### config.mk
export PLATFORM = sky130hd
export DESIGN_NAME = atm_fsm
export DESIGN_NICKNAME = d
export VERILOG_FILES = /design/src/rtl/atm_pkg.sv /design/src/rtl/atm_alu.sv /design/src/rtl/atm_fsm.sv
export SDC_FILE = /design/constraint.sdc
export NUM_CORES = 1
export LEC_CHECK = 0
export ABC_CLOCK_PERIOD_IN_PS = 2800
export CAP_MARGIN = 40
export CORE_UTILIZATION = 40
export DETAILED_ROUTE_END_ITERATION = 7
export GPL_TIMING_DRIVEN = 1
export PLACE_DENSITY_LB_ADDON = 0.1
export SYNTH_ARGS = -nofsm -noshare
export SYNTH_HDL_FRONTEND = slang
export SYNTH_SLANG_ARGS = --single-unit
export TNS_END_PERCENT = 10
### constraint.sdc
create_clock -name clk -period 2.8 [get_ports clk]
set_clock_uncertainty 0.2 [all_clocks]
set_input_delay 0.28 -clock clk [delete_from_list [all_inputs] [get_ports clk]]
set_output_delay 0.28 -clock clk [all_outputs]
set_load 0.01 [all_outputs]
### src/rtl/atm_pkg.sv
// Shared definitions for the ATM session controller: state encoding,
// operation codes and the wrong-PIN limit.
package atm_pkg;

  typedef enum logic [1:0] {
    ST_IDLE     = 2'd0,
    ST_PASSWORD = 2'd1,
    ST_MENU     = 2'd2,
    ST_EXEC     = 2'd3
  } atm_state_t;

  localparam logic [1:0] OP_WITHDRAW = 2'b00;
  localparam logic [1:0] OP_DEPOSIT  = 2'b01;
  localparam logic [1:0] OP_INQUIRY  = 2'b10;
  localparam logic [1:0] OP_INVALID  = 2'b11;

  // Attempt count already reached when the next wrong PIN ends the session.
  localparam logic [1:0] LAST_ATTEMPT = 2'd2;

endpackage

### src/rtl/atm_alu.sv
// Combinational transaction arithmetic: new balance and failure flag for
// withdraw, deposit, inquiry and invalid operation codes.
module atm_alu
  import atm_pkg::*;
#(
  parameter int balance_width = 20
) (
  input  logic [1:0]               i_op,
  input  logic [balance_width-1:0] i_value,
  input  logic [balance_width-1:0] i_current_balance,
  output logic [balance_width-1:0] o_result,
  output logic                     o_error
);

  logic [balance_width:0] w_sum;

  assign w_sum = {1'b0, i_current_balance} + {1'b0, i_value};

  // On any failure the result falls back to the untouched account balance.
  always_comb begin
    o_result = i_current_balance;
    o_error  = 1'b0;
    case (i_op)
      OP_WITHDRAW: begin
        if (i_value <= i_current_balance) begin
          o_result = i_current_balance - i_value;
          o_error  = 1'b0;
        end else begin
          o_result = i_current_balance;
          o_error  = 1'b1;
        end
      end
      OP_DEPOSIT: begin
        if (w_sum[balance_width]) begin
          o_result = i_current_balance;
          o_error  = 1'b1;
        end else begin
          o_result = w_sum[balance_width-1:0];
          o_error  = 1'b0;
        end
      end
      OP_INQUIRY: begin
        o_result = i_current_balance;
        o_error  = 1'b0;
      end
      default: begin
        o_result = i_current_balance;
        o_error  = 1'b1;
      end
    endcase
  end

endmodule

### src/rtl/atm_fsm.sv
// ATM session controller: card/PIN handling, menu selection and transaction
// execution with registered status pulses and timer control.
module atm_fsm
  import atm_pkg::*;
#(
  parameter int balance_width = 20
) (
  input  logic                     clk,
  input  logic                     rst,
  input  logic                     card_in,
  input  logic                     wrong_psw,
  input  logic                     language,
  input  logic [1:0]               operation,
  input  logic [balance_width-1:0] value,
  input  logic [balance_width-1:0] current_balance,
  input  logic                     another_service,
  input  logic                     timeout,
  output logic [balance_width-1:0] balance,
  output logic                     op_done,
  output logic                     error,
  output logic                     start_timer,
  output logic                     restart_timer
);

  atm_state_t               r_state;
  logic [1:0]               r_attempts;
  logic                     r_language;
  logic [1:0]               r_op;
  logic [balance_width-1:0] r_value;
  logic [balance_width-1:0] r_balance;
  logic                     r_op_done;
  logic                     r_error;
  logic                     r_start_timer;
  logic                     r_restart_timer;

  logic [balance_width-1:0] w_alu_result;
  logic                     w_alu_error;

  atm_alu #(.balance_width(balance_width)) u_alu (
    .i_op              (r_op),
    .i_value           (r_value),
    .i_current_balance (current_balance),
    .o_result          (w_alu_result),
    .o_error           (w_alu_error)
  );

  // Session state machine; timeout beats card removal, which beats everything else.
  always_ff @(posedge clk or negedge rst) begin
    if (!rst) begin
      r_state         <= ST_IDLE;
      r_attempts      <= 2'd0;
      r_language      <= 1'b0;
      r_op            <= 2'b00;
      r_value         <= '0;
      r_balance       <= '0;
      r_op_done       <= 1'b0;
      r_error         <= 1'b0;
      r_start_timer   <= 1'b0;
      r_restart_timer <= 1'b0;
    end else begin
      r_op_done       <= 1'b0;
      r_error         <= 1'b0;
      r_start_timer   <= 1'b0;
      r_restart_timer <= 1'b0;
      case (r_state)
        ST_IDLE: begin
          r_attempts <= 2'd0;
          if (card_in) begin
            r_state       <= ST_PASSWORD;
            r_start_timer <= 1'b1;
          end else begin
            r_state <= ST_IDLE;
          end
        end
        default: begin
          if (timeout) begin
            r_state    <= ST_IDLE;
            r_error    <= 1'b1;
            r_attempts <= 2'd0;
          end else if (!card_in) begin
            r_state    <= ST_IDLE;
            r_attempts <= 2'd0;
          end else begin
            case (r_state)
              ST_PASSWORD: begin
                if (!wrong_psw) begin
                  r_state         <= ST_MENU;
                  r_language      <= language;
                  r_attempts      <= 2'd0;
                  r_restart_timer <= 1'b1;
                end else if (r_attempts == LAST_ATTEMPT) begin
                  r_state    <= ST_IDLE;
                  r_error    <= 1'b1;
                  r_attempts <= 2'd0;
                end else begin
                  r_state    <= ST_PASSWORD;
                  r_attempts <= r_attempts + 2'd1;
                end
              end
              ST_MENU: begin
                r_op    <= operation;
                r_value <= value;
                r_state <= ST_EXEC;
              end
              ST_EXEC: begin
                // An invalid code leaves the reported balance where it was.
                if (r_op != OP_INVALID) begin
                  r_balance <= w_alu_result;
                end else begin
                  r_balance <= r_balance;
                end
                r_op_done <= ~w_alu_error;
                r_error   <= w_alu_error;
                if (another_service) begin
                  r_state         <= ST_MENU;
                  r_restart_timer <= 1'b1;
                end else begin
                  r_state <= ST_IDLE;
                end
              end
              default: begin
                r_state <= ST_IDLE;
              end
            endcase
          end
        end
      endcase
    end
  end

  assign balance       = r_balance;
  assign op_done       = r_op_done;
  assign error         = r_error;
  assign start_timer   = r_start_timer;
  assign restart_timer = r_restart_timer;

endmodule

==> impl_metrics.yaml, run 1 <==
status:
  status: "finished with violations"
  violations: "setup timing"
synthesis:
  syn_area_mm2: 0.00445
  syn-num-nets: 652
  postSynthCellCount: 561
  ys_async_sr_fraction_pct: 100
  seq_area_frac_synth_pct: 28.1
  synth_area_leaders: "dfrtp_1 (28%), ha_1 (11%), a21oi_1 (5.3%)"
  synth_top_area_share_pct: 28.1
  synth_cell_type_count: 73
  yosys.area.top_type: "dfrtp_1"
  synth_edf_count: 0
  synth_flop_cell: "dfrtp_1"
  yosysWarnings: 0
  syn_area_per_cell_um2: 7.94
  ys_ff_latch: 50
floorplan:
  die_w_um: 108
  die_area_mm2: 0.0116
  core_area_mm2: 0.0108
  rows: 38
  die_y_um: 108
  boundaryPins: 73
  initial_core_util_pct: 41.1
sta:
  relSlewSlack_pct: 57.2
  rsz0062_at_grt: "true"
  max_slew.worst_pin.slew_ps: 642
  slew_violations: 0
  setup_slack_ps: -206
  fmax_ghz: 0.333
  period_needed_ps: 3010
  setup_viol: 20
  min_period_over_period_pct: 107
  finalHoldViolCount: 0
critical_path:
  crit_top_cell: "a211oi_2"
  path_class: "reg2reg"
  timing.rr.start: "r_value[8]"
  slowest_stage: "dfrtp_1"
  cp.required_ps: 2840
  crit_path_end_kind: "register"
  worstSetupStartpointType: "register"
  cp.arrival_ps: 3040
  startpoint: "r_value[8]"
  rrSetupSlack_ps: -210
  reg2regPathDepth: 12
  crit_chain: "inv_1, ha_4, nand2b_1, a21oi_1, o31a_1, a211oi_2, a211oi_2, buf_4, o41ai_4, nor3_2, a2111oi_4, a31oi_1"
  cp_max_fo: 6
  critical_path.max_stage_delay_ps: 380
  timing.rr.end: "balance[17]"
final_layout:
  area_growth_pct: 59.3
  multi_input_area_mm2: 0.00326
  antenna_cells: 0
  filler_cell_count: 925
  layout_common_cells: "buf_4 (171), clkdlybuf4s50_1 (66), nand2_1 (59)"
  nets: 882
  final_common_cell: "buf_4"
  ff_latch_area_mm2: 0.00125
  layout-drive-gt1-share_pct: 33.6
global_routing:
  grt.overflow.total: 0
  grt_usage_pct: 28.7
  grt_pass1_vias: 5071
  grt_pass1_wl_um: 25400
  grt_start_max_net_pins: 27
  antenna_found_initial: 0
routing:
  dr.pass1.iters: 5
  route.detailed.drc: 0
  ant_nets: 0
  drt_iter0_drc: 258
  vias_per_cell: 5.38
  via_count: 5016
  routed_wl_um: 15900
  routedWlPerCell_um: 17.1
cts:
  cts_sinks: 50
  clk_latency_ps: 350
  ctsHtreeMaxLevel: 2
  cts_root_buffer: "clkbuf_8"
  cts_tree: "yes"
  cts.clk_slew.worst_paths_ps: 120
  cts_buffers: 5
  clock_path_buffers: 2
worst_hold_path:
  worstHoldPathCells: 3
  hold_start: "current_balance[0]"
  hp-class: "in2reg"
  worstHoldEndpoint: "balance[0]"
pwr:
  peakVddDrop_mv: 0.381
  total_power_mw: 5.23
  p_leak_nw: 3.19
  powerDensity_mw_per_mm2: 737
placed_design:
  portBuffers: 71
  gp_congestion: 0.915
  pre_cts_ws_ps: -859
  hpwl_um: 12100
job:
  maxCapViolCount: 0
per-layer routing:
metal	wire length, µm	global-route usage, %
met5	0	0
met4	400	10.6
met3	643	4.36
met2	7800	50.3
met1	7060	35.4
power by group:
group / switching [mW] / internal [mW]
logic: 1.81 / 1.94
registers: 0.103 / 0.877
clock network: 0.313 / 0.188
total: 2.23 / 3.00
metrics by stage:
step | utilization, % | hold WS, ps | instance area, µm² | cells | setup TNS [ps]
2_1_floorplan | - | -216 | 4460 | 561 | -37.4
3_3_place_gp | 59.8 | 131 | 6480 | 910 | -14020
3_5_place_dp | 59.8 | 139 | 6480 | 910 | -14720
4_1_cts | 64.5 | 184 | 6990 | 930 | -1420
5_1_grt | 65.4 | 239 | 7090 | 932 | -4660
6_report | 65.4 | 192 | 7090 | 932 | -1520
kinds of logic after synthesis:
| group | Yosys count | synth area share [%] |
|---|---|---|
| compound gates | 189 | 28.7 |
| fa+ha+maj | 42 | 12.1 |
| buf+inv | 71 | 7.08 |
| simple gates | 198 | 21.6 |
| xor+xnor | 7 | 1.38 |
| mux | 4 | 0.955 |
| flops | 50 | 28.1 |
synthesized netlist by cell type, types with 6 or more instances:
cell type / n
nor3_1: 11
buf_2: 9
nand3_1: 6
dfrtp_1: 50
nor2b_1: 9
o21ai_0: 34
o31ai_1: 6
nand2_1: 60
a31oi_1: 8
a21oi_1: 47
xnor2_1: 7
clkbuf_1: 14
nor2_1: 54
o22ai_1: 9
a21o_1: 9
nand2b_1: 16
ha_1: 40
o21bai_1: 6
a221oi_1: 8
o21ai_1: 12
inv_1: 42
state kept, by name (all words and copies together), names as in the netlist:
register	cells
error	1
r_value	20
start_timer	1
r_attempts	2
r_op	2
restart_timer	1
r_state	2
op_done	1
balance	20
worst max-delay path: cells and delay by family (launching register included):
family	cells	cell delay [ps]
flops	1	380
compound gates	7	1550
fa+ha+maj	1	300
buf+inv	2	260
simple gates	2	210
what timing repair did:
| action | CTS | global route |
|---|---|---|
| setup buffers | 11 | 2 |
| resized for setup | 59 | 18 |
| hold endpoints to repair | 25 | 0 |
| pin swaps | 35 | 15 |
| endpoints found under the setup margin | 21 | 21 |
| hold buffers | 1 | 0 |
final cells by class:
| type | instances | area share, % |
|---|---|---|
| Tap cell | 140 | 2.47 |
| Timing Repair Buffer | 252 | 30.3 |
| Sequential cell | 50 | 17.6 |
| Clock inverter | 3 | 0.406 |
| Multi-Input combinational cell | 440 | 46.0 |
| Inverter | 42 | 2.22 |
| Clock buffer | 5 | 0.970 |
worst max-delay path by stage:
stage,end,slack (ps)
4_1_cts,balance[17],-160
5_1_grt,balance[17],-320
3_5_place_dp,balance[17],-860
3_3_place_gp,balance[17],-870
2_1_floorplan,balance[17],-40
6_report,balance[17],-210
No activity file was read; power rests on OpenSTA's default activity.
==> run 2, diff against run 1 <==
Settings changed: GPL_ROUTABILITY_DRIVEN from default to 0, PLACE_DENSITY from default to 0.68, PLACE_DENSITY_LB_ADDON 0.1 to default.
==> impl_metrics.yaml, run 2 (same netlist as run 1, synthesis figures left out) <==
status:
  status: "finished with violations"
  violations: "setup timing"
critical_path:
  path_buf_inv: 2
  crit_family: "compound AO/OA/AOI/OAI gates"
  crit_end: "balance[18]"
  cp.depth: 13
  cp_max_fo: 4
  rrSetupSlack_ps: -190
  cp.arrival_ps: 3030
  crit_chain: "ha_2, inv_2, fa_2, nor2_2, o221ai_2, a211oi_4, buf_4, nand2_1, and3_4, o31ai_4, xnor2_1, o211ai_1, a31oi_1"
  slowest_stage: "dfrtp_1"
  timing.rr.start: "r_value[0]"
  startpoint: "r_value[0]"
  cp.required_ps: 2850
  timing.rr.end: "balance[18]"
  reg2regPathDepth: 13
  worstSetupStartpointType: "register"
  path_class: "reg2reg"
  critical_path.max_stage_delay_ps: 390
  crit_path_end_kind: "register"
sta:
  slew_violations: 0
  period_needed_ps: 2990
  max_slew.worst_pin.slew_ps: 672
  fmax_ghz: 0.335
  rsz0062_at_grt: "true"
  relSlewSlack_pct: 55.2
  min_period_over_period_pct: 107
  setup_viol: 21
  setup_slack_ps: -188
  finalHoldViolCount: 0
cts:
  ctsHtreeMaxLevel: 2
  cts_sinks: 50
  clk_latency_ps: 330
  cts.clk_slew.worst_paths_ps: 110
  cts_root_buffer: "clkbuf_8"
  clock_path_buffers: 2
  cts_buffers: 5
  cts_tree: "yes"
routing:
  routedWlPerCell_um: 16.6
  vias_per_cell: 5.52
  drt_iter0_drc: 296
  via_count: 5079
  routed_wl_um: 15300
  route.detailed.drc: 0
  ant_nets: 0
  dr.pass1.iters: 5
pwr:
  peakVddDrop_mv: 0.345
  switching_power_mw: 2.15
  p_sw_share_pct: 43.3
  p_leak_nw: 3.08
  p_comb_share_pct: 70.2
  p_int_mw: 2.82
  pwr-share-clk_pct: 9.8
  powerDensity_mw_per_mm2: 731
  pwr-share-seq_pct: 20.0
worst_hold_path:
  hp-class: "in2reg"
floorplan:
  die_area_mm2: 0.0116
  die_y_um: 108
  initial_core_util_pct: 41.1
  core_area_mm2: 0.0108
  rows: 38
  boundaryPins: 73
  die_w_um: 108
final_layout:
  area_growth_pct: 52.5
  nets: 870
  antenna_cells: 0
  multi_input_area_mm2: 0.00309
  ff_latch_area_mm2: 0.00125
  final_common_cell: "buf_4"
  filler_cell_count: 949
  layout_common_cells: "buf_4 (162), clkdlybuf4s50_1 (68), nand2_1 (60)"
  post-route-cell-area_mm2: 0.00679
  layout-drive-gt1-share_pct: 30.3
placed_design:
  portBuffers: 71
  hpwl_um: 11500
  dpl_cell_area_mm2: 0.00642
  pre_cts_ws_ps: -664
global_routing:
  grt_start_max_net_pins: 44
  antenna_found_initial: 0
  grt_pass1_wl_um: 24500
  grt.overflow.total: 0
  grt_pass1_vias: 5128
  grt_usage_pct: 26.6
job:
  maxCapViolCount: 0
-- run 2: changes by cell type in the layout (fill, tap and decap cells not counted), sizes merged --
cell           previous run  this run
buf                     181       169
clkdlybuf4s50            66        68
dlygate4sd2               4         2
-- run 2: how the worst min path moves through the flow --
stage               slack (ps)  cells past startpoint               start           to
finish                     220                      3  current_balance[0]   balance[0]
global route               270                      3  current_balance[0]   balance[0]
CTS                        220                      3  current_balance[0]   balance[0]
detailed placement         140                      1                 rst  balance[10]
global placement           140                      1                 rst  balance[10]
floorplan                 -220                      0                 rst   balance[0]
-- run 2: through the flow --
step	power (mW)	cells	setup TNS, ps	utilization (%)	hold slack, ps
floorplan	2.67	561	-37.4	-	-216
global placement	4.06	904	-11190	59.3	135
detailed placement	4.13	904	-12860	59.3	138
CTS	4.82	919	-1650	62.0	216
global route	5.28	920	-5590	62.6	275
finish	4.96	920	-2970	62.6	220
-- run 2: layout make-up --
class | instances | share of cell area [%]
Clock buffer | 5 | 1.01
Clock inverter | 3 | 0.424
Inverter | 42 | 2.32
Multi-Input combinational cell | 440 | 45.6
Sequential cell | 50 | 18.4
Tap cell | 140 | 2.58
Timing Repair Buffer | 240 | 29.7
-- run 2: repair_timing --
item,4_1_cts,5_1_grt
cloned,0,0
hold buffers,1,0
setup endpoints to repair,22,22
gates resized for setup,37,13
endpoints found under the hold margin,24,0
buffers inserted,6,1
pin swaps,19,10
-- run 2: layer usage --
metal,GRT usage (%),wire length [µm],vias to the layer above
li1,-,-,2431
met1,33.6,6480,2400
met2,45.8,7530,217
met3,3.93,938,31
met4,9.69,327,0
met5,0,0,-
-- run 2: worst reg2reg max path, delay by kind of cell, from the launching register on --
family,cells,cell delay [ps]
AOI/OAI and AO/OA,5,1010
buffers and inverters,2,210
adders and majority gates,2,550
and+or+nand+nor,3,380
DFF,1,390
xor gates and xnor gates,1,160
-- run 2: power by group through the flow --
| stage | clock network [mW] | registers, mW | logic (mW) |
|---|---|---|---|
| floorplan | 0 | 0.995 | 1.68 |
| global placement | 0 | 0.990 | 3.08 |
| detailed placement | 0 | 0.999 | 3.13 |
| CTS | 0.496 | 0.989 | 3.33 |
| global route | 0.519 | 1.01 | 3.75 |
| finish | 0.487 | 0.991 | 3.49 |
